File: src/rtl/rx_eb_rd_ctrl.sv
// Read-side controller for the RX elastic buffer: primes, drains and performs idle-based clock compensation.
// Optional statistics counters are enabled with `define RX_EB_STATS_EN.
module rx_eb_rd_ctrl #(
    parameter int               ADDRSIZE   = 5,
    parameter int               DSIZE      = 10,
    parameter logic [DSIZE-1:0] IDLE_CODE  = 10'h17C,
    parameter int               START_MARK = 16,
    parameter int               HI_MARK    = 20,
    parameter int               LO_MARK    = 12,
    parameter int               COMP_GAP   = 4
) (
    input  logic                rclk,
    input  logic                rrst_n,
    input  logic                enable,
    input  logic                rempty,
    input  logic [ADDRSIZE:0]   rptr,
    input  logic [ADDRSIZE:0]   rq2_wptr,
    input  logic [DSIZE-1:0]    rdata,
    output logic                rinc,
    output logic [DSIZE-1:0]    out_data,
    output logic                out_valid,
    output logic                out_fill,
    output logic [ADDRSIZE:0]   level,
    output logic                underflow,
    output logic                ovf_risk
`ifdef RX_EB_STATS_EN
    ,
    input  logic                stat_clr,
    output logic [15:0]         stat_ins,
    output logic [15:0]         stat_del,
    output logic [15:0]         stat_unf
`endif
);

    localparam int GW = (COMP_GAP < 2) ? 1 : $clog2(COMP_GAP + 1);
    localparam logic [ADDRSIZE:0] START_L = START_MARK[ADDRSIZE:0];
    localparam logic [ADDRSIZE:0] HI_L    = HI_MARK[ADDRSIZE:0];
    localparam logic [ADDRSIZE:0] LO_L    = LO_MARK[ADDRSIZE:0];
    localparam logic [ADDRSIZE:0] DEPTH_L = {1'b1, {ADDRSIZE{1'b0}}};
    localparam logic [GW-1:0]     GAP_L   = COMP_GAP[GW-1:0];

    typedef enum logic [1:0] {
        ST_IDLE  = 2'd0,
        ST_PRIME = 2'd1,
        ST_RUN   = 2'd2
    } state_t;

    function automatic logic [ADDRSIZE:0] gray2bin(input logic [ADDRSIZE:0] g);
        logic [ADDRSIZE:0] b;
        b[ADDRSIZE] = g[ADDRSIZE];
        for (int i = ADDRSIZE - 1; i >= 0; i--) begin
            b[i] = b[i+1] ^ g[i];
        end
        return b;
    endfunction

    state_t            state_r, state_next_s;
    logic [ADDRSIZE:0] level_r;
    logic              ovf_risk_r;
    logic [GW-1:0]     gap_r;
    logic [DSIZE-1:0]  out_data_r;
    logic              out_valid_r, out_fill_r, underflow_r;
    logic              rinc_s, del_s, ins_s, unf_s, vld_s, idle_head_s, gap_zero_s;
    logic [DSIZE-1:0]  data_s;

    assign idle_head_s = (rdata == IDLE_CODE);
    assign gap_zero_s  = (gap_r == {GW{1'b0}});

    // Fill level from the Gray pointers; modulo subtraction makes pointer wrap transparent
    always_ff @(posedge rclk or negedge rrst_n) begin
        if (!rrst_n) begin
            level_r    <= {(ADDRSIZE+1){1'b0}};
            ovf_risk_r <= 1'b0;
        end else begin
            level_r    <= gray2bin(rq2_wptr) - gray2bin(rptr);
            ovf_risk_r <= (level_r == DEPTH_L);
        end
    end

    // State register
    always_ff @(posedge rclk or negedge rrst_n) begin
        if (!rrst_n) begin
            state_r <= ST_IDLE;
        end else begin
            state_r <= state_next_s;
        end
    end

    // Next-state logic; dropping enable returns to IDLE from anywhere
    always_comb begin
        state_next_s = state_r;
        if (!enable) begin
            state_next_s = ST_IDLE;
        end else begin
            case (state_r)
                ST_IDLE:  state_next_s = ST_PRIME;
                ST_PRIME: begin
                    if ((level_r >= START_L) && !rempty) begin
                        state_next_s = ST_RUN;
                    end else begin
                        state_next_s = ST_PRIME;
                    end
                end
                ST_RUN: begin
                    if (rempty) begin
                        state_next_s = ST_PRIME;
                    end else begin
                        state_next_s = ST_RUN;
                    end
                end
                default:  state_next_s = ST_IDLE;
            endcase
        end
    end

    // Per-cycle RUN action: underflow, then delete, then insert, then normal pop
    always_comb begin
        rinc_s = 1'b0;
        del_s  = 1'b0;
        ins_s  = 1'b0;
        unf_s  = 1'b0;
        vld_s  = 1'b0;
        data_s = rdata;
        if ((state_r == ST_RUN) && enable) begin
            if (rempty) begin
                unf_s = 1'b1;
            end else if (idle_head_s && (level_r > HI_L) && gap_zero_s) begin
                del_s  = 1'b1;
                rinc_s = 1'b1;
            end else if (idle_head_s && (level_r < LO_L) && gap_zero_s) begin
                ins_s  = 1'b1;
                vld_s  = 1'b1;
                data_s = IDLE_CODE;
            end else begin
                rinc_s = 1'b1;
                vld_s  = 1'b1;
            end
        end else begin
            rinc_s = 1'b0;
        end
    end

    assign rinc = rinc_s;

    // Compensation spacing counter; cleared whenever PRIME is (re)entered
    always_ff @(posedge rclk or negedge rrst_n) begin
        if (!rrst_n) begin
            gap_r <= {GW{1'b0}};
        end else if ((state_next_s == ST_PRIME) && (state_r != ST_PRIME)) begin
            gap_r <= {GW{1'b0}};
        end else if (del_s || ins_s) begin
            gap_r <= GAP_L;
        end else if (!gap_zero_s) begin
            gap_r <= gap_r - GW'(1);
        end else begin
            gap_r <= gap_r;
        end
    end

    // Output register; out_data holds its last word while not valid
    always_ff @(posedge rclk or negedge rrst_n) begin
        if (!rrst_n) begin
            out_data_r  <= {DSIZE{1'b0}};
            out_valid_r <= 1'b0;
            out_fill_r  <= 1'b0;
            underflow_r <= 1'b0;
        end else begin
            if (vld_s) begin
                out_data_r <= data_s;
            end else begin
                out_data_r <= out_data_r;
            end
            out_valid_r <= vld_s;
            out_fill_r  <= ins_s;
            underflow_r <= unf_s;
        end
    end

    assign out_data  = out_data_r;
    assign out_valid = out_valid_r;
    assign out_fill  = out_fill_r;
    assign level     = level_r;
    assign underflow = underflow_r;
    assign ovf_risk  = ovf_risk_r;

`ifdef RX_EB_STATS_EN
    function automatic logic [15:0] sat_inc(input logic [15:0] c, input logic inc);
        return (inc && (c != 16'hFFFF)) ? (c + 16'd1) : c;
    endfunction

    logic [15:0] stat_ins_r, stat_del_r, stat_unf_r;

    // Saturating event counters; a clear beats a same-cycle increment
    always_ff @(posedge rclk or negedge rrst_n) begin
        if (!rrst_n) begin
            stat_ins_r <= 16'd0;
            stat_del_r <= 16'd0;
            stat_unf_r <= 16'd0;
        end else if (stat_clr) begin
            stat_ins_r <= 16'd0;
            stat_del_r <= 16'd0;
            stat_unf_r <= 16'd0;
        end else begin
            stat_ins_r <= sat_inc(stat_ins_r, ins_s);
            stat_del_r <= sat_inc(stat_del_r, del_s);
            stat_unf_r <= sat_inc(stat_unf_r, unf_s);
        end
    end

    assign stat_ins = stat_ins_r;
    assign stat_del = stat_del_r;
    assign stat_unf = stat_unf_r;
`endif

endmodule

File: config.mk
export PLATFORM = sky130hd
export DESIGN_NAME = rx_eb_rd_ctrl
export DESIGN_NICKNAME = d
export VERILOG_FILES = /design/src/rtl/rx_eb_rd_ctrl.sv
export SDC_FILE = /design/constraint.sdc
export NUM_CORES = 1
export LEC_CHECK = 0
export ABC_AREA = 1
export CAP_MARGIN = 25
export CORE_ASPECT_RATIO = 0.8
export CORE_MARGIN = 4
export CORE_UTILIZATION = 45
export CTS_BUF_LIST = sky130_fd_sc_hd__clkbuf_2
export DETAILED_ROUTE_END_ITERATION = 8
export DONT_BUFFER_PORTS = 1
export GPL_TIMING_DRIVEN = 0
export HOLD_SLACK_MARGIN = 0.1
export PLACE_DENSITY_LB_ADDON = 0.05
export SLEW_MARGIN = 15
export SYNTH_ARGS = -nofsm -noshare
export SYNTH_HDL_FRONTEND = slang
export SYNTH_SLANG_ARGS = --single-unit
File: constraint.sdc
create_clock -name rclk -period 2.16 [get_ports rclk]
set_input_delay 0.54 -clock rclk [delete_from_list [all_inputs] [get_ports rclk]]
set_output_delay 0.54 -clock rclk [all_outputs]
set_load 0.01 [all_outputs]
==> qor.yml <==
outcome: "completed"
clock_sinks: 25
syn_area_per_cell_um2: 7.80
coreArea_mm2: 0.00313
portBuffers: 0
dieWidth_um: 72.2
overflow: 0
crit_family: "simple AND/OR/NAND/NOR gates"
worst_hold_path.num_cells: 2
antenna_cells: 0
synth_edf_count: 0
rr_worst_depth: 9
fin_crit_sh_pct: 96.4
drive_above_1_share_pct: 17.9
drc_errors: 0
cts_buffers: 3
drv_slew: 0
clk_path_buf_depth: 2
slowest_delay_ns: 0.43
vias: 1192
initial_core_util_pct: 47.4
rows: 18
dp_cells: 230
synthDistinctLibCells: 25
routed_wl_mm: 3.13
gp_congestion: 0.774
vdd_ir_drop_max_uv: 490
die-area_mm2: 0.00428
synth_area_leaders: "dfrtp_1 42%, nand2_1 15%, inv_1 8.1%"
final.min_clock_period_ns: 2.08
rsz0062_at_grt: "true"
layout.nets: 235
hp-class: "input pin to register"
cts_tree: "yes"
finalHoldViolCount: 0
path_clk_slew_ns: 0.26
mostFrequentLayoutCells: "57 x nand2_1, 30 x inv_1, 25 x dfrtp_1"
worstHoldStart: "rdata[3]"
syn_inst: 190
startpoint_type: "register"
reg2reg_to: "out_data[9]"
detail-route-antenna-nets: 0
worstPathRequired_ns: 1.62
h-tree-depth: 1
synth_fp_nets: 223
synth_top_area_share_pct: 42.2
cp.depth: 7
pre_cts_ws_ns: -0.220
reg2reg_from: "gap_r[0]"
clkLatencyLatePin_ns: 0.36
worst_slack_ns: 0.0770
cp_common_cell: "nor2_2"
p_leak_nw: 0.922
cp_max_fo: 4
critPathKind: "register to output port"
skew_ns: 0.0265
grt_usage_pct: 15.5
final_common_cell: "nand2_1"
hpwl_mm: 2.52
max_slew.worst_pin.slew_ns: 0.289
stdcell_count: 241
drt_pre_antenna_iters: 4
avgViaCountPerCell: 4.95
critPathCaptureType: "output port"
grt_first_pass_wirelength_mm: 5.21
setup_viol: 0
critical-path-slowest-cell: "dfrtp_1"
cap_viol_max_count: 0
reg2reg_slack_ns: 0.50
max_freq_ghz: 0.480
grt_pass1_vias: 1228
grt_max_degree: 26
ys_async_sr_fraction_pct: 100
path_cells: "inv_2 > ha_4 > nand2_4 > nor3_2 > nand2_2 > nor2_2 > nor2_2"
crit_buf_inv: 1
drtIter0Drc: 37
timing.max_slew.rel_slack_pct: 80.5
powerDensity_mw_per_mm2: 955
ioPinCount: 47
cp.arrival_ns: 1.54
cts-root-buf: "clkbuf_2"
area_growth_pct: 11.8
ys_ff_latch: 25
ys_warn_count: 0
synth_top_cell_by_area: "dfrtp_1"
synth_ff_type: "dfrtp_1"
hold-path-endpoint: "out_data[3]"
wire_per_inst_um: 13.0
synthesis.area_mm2: 0.00148
fp.dieH_um: 59.3
seq_area_frac_synth_pct: 42.2
antenna_found_initial: 0
flip-flops by register name (all words and copies together), names as in the netlist:
| signal | flops |
|---|---|
| gap_r | 3 |
| level | 6 |
| out_data | 10 |
| out_fill | 1 |
| out_valid | 1 |
| ovf_risk | 1 |
| state_r | 2 |
| underflow | 1 |
cell usage after synthesis, types with 2 or more instances:
| cell type | number |
|---|---|
| dfrtp_1 | 25 |
| a21oi_1 | 5 |
| xor2_2 | 2 |
| nand4_1 | 3 |
| o21ai_0 | 5 |
| nor2_1 | 12 |
| nand2_2 | 6 |
| nand2_1 | 58 |
| o31ai_1 | 2 |
| xor2_1 | 3 |
| xnor2_1 | 3 |
| nand3_1 | 12 |
| nand3_2 | 2 |
| inv_1 | 32 |
| inv_2 | 4 |
| nor3_1 | 2 |
| ha_1 | 6 |
cell type report:
| type | instances | area, µm² |
|---|---|---|
| clock inverters | 1 | 7.51 |
| well taps | 40 | 50.0 |
| flip-flops and latches | 25 | 626 |
| fillers | 317 | 1470 |
| plain buffers | 1 | 15.0 |
| repair buffers | 7 | 67.6 |
| inverters | 36 | 135 |
| clock buffers | 3 | 15.0 |
| multi-input cells | 128 | 742 |
per-stage QoR:
step	hold slack [ns]	total power [W]	setup TNS (ns)	instance area [µm²]	utilization, %
after global placement	0.245	0.00126	-0.297	1540	49.3
after CTS	0.245	0.00150	0	1600	51.1
final	0.255	0.00158	0	1660	53.0
after floorplan	0.244	0.00116	-0.0428	1490	-
after detailed placement	0.245	0.00129	-0.557	1540	49.3
after global routing	0.221	0.00173	-0.0348	1660	53.0
cell families (layout without fill, tap and decap cells):
family	after synthesis	count (layout)	synth area share, %
mux	1	1	0.675
simple gates	99	99	30.0
compound gates	13	13	4.89
fa+ha+maj	7	7	6.41
flops	25	25	42.2
buf+inv	37	48	10.1
xor+xnor	8	8	5.74
how the worst max path moves through the flow:
stage           startpoint        to
6_report          gap_r[0]      rinc
5_1_grt           gap_r[0]      rinc
4_1_cts           gap_r[0]      rinc
3_5_place_dp   rq2_wptr[5]  level[4]
3_3_place_gp   rq2_wptr[5]  level[4]
2_1_floorplan  rq2_wptr[4]  level[4]
repair_timing:
item	4_1_cts	5_1_grt
cloned	0	0
gates resized for setup	4	4
pin swaps	1	6
buffers inserted	0	5
hold buffers	2	0
endpoints found under the setup margin	1	1
endpoints found under the hold margin	25	0
where the power goes:
| part | internal (W) | switching (W) | total, W | leakage (nW) |
|---|---|---|---|---|
| clock | 0.0000430 | 0.000144 | 0.000187 | 0.0126 |
| combinational | 0.000283 | 0.000328 | 0.000611 | 0.588 |
| sequential | 0.000617 | 0.000169 | 0.000785 | 0.322 |
| total | 0.000943 | 0.000640 | 0.00158 | 0.922 |
layer usage:
metal	GRT usage, %	wire length (µm)	part of all wire, %
met4	4.29	52	1.7
met1	18.8	1330	42
met5	0	0	0
met2	25.0	1390	44
met3	6.95	360	11
Power figures use the tool's default switching activity.
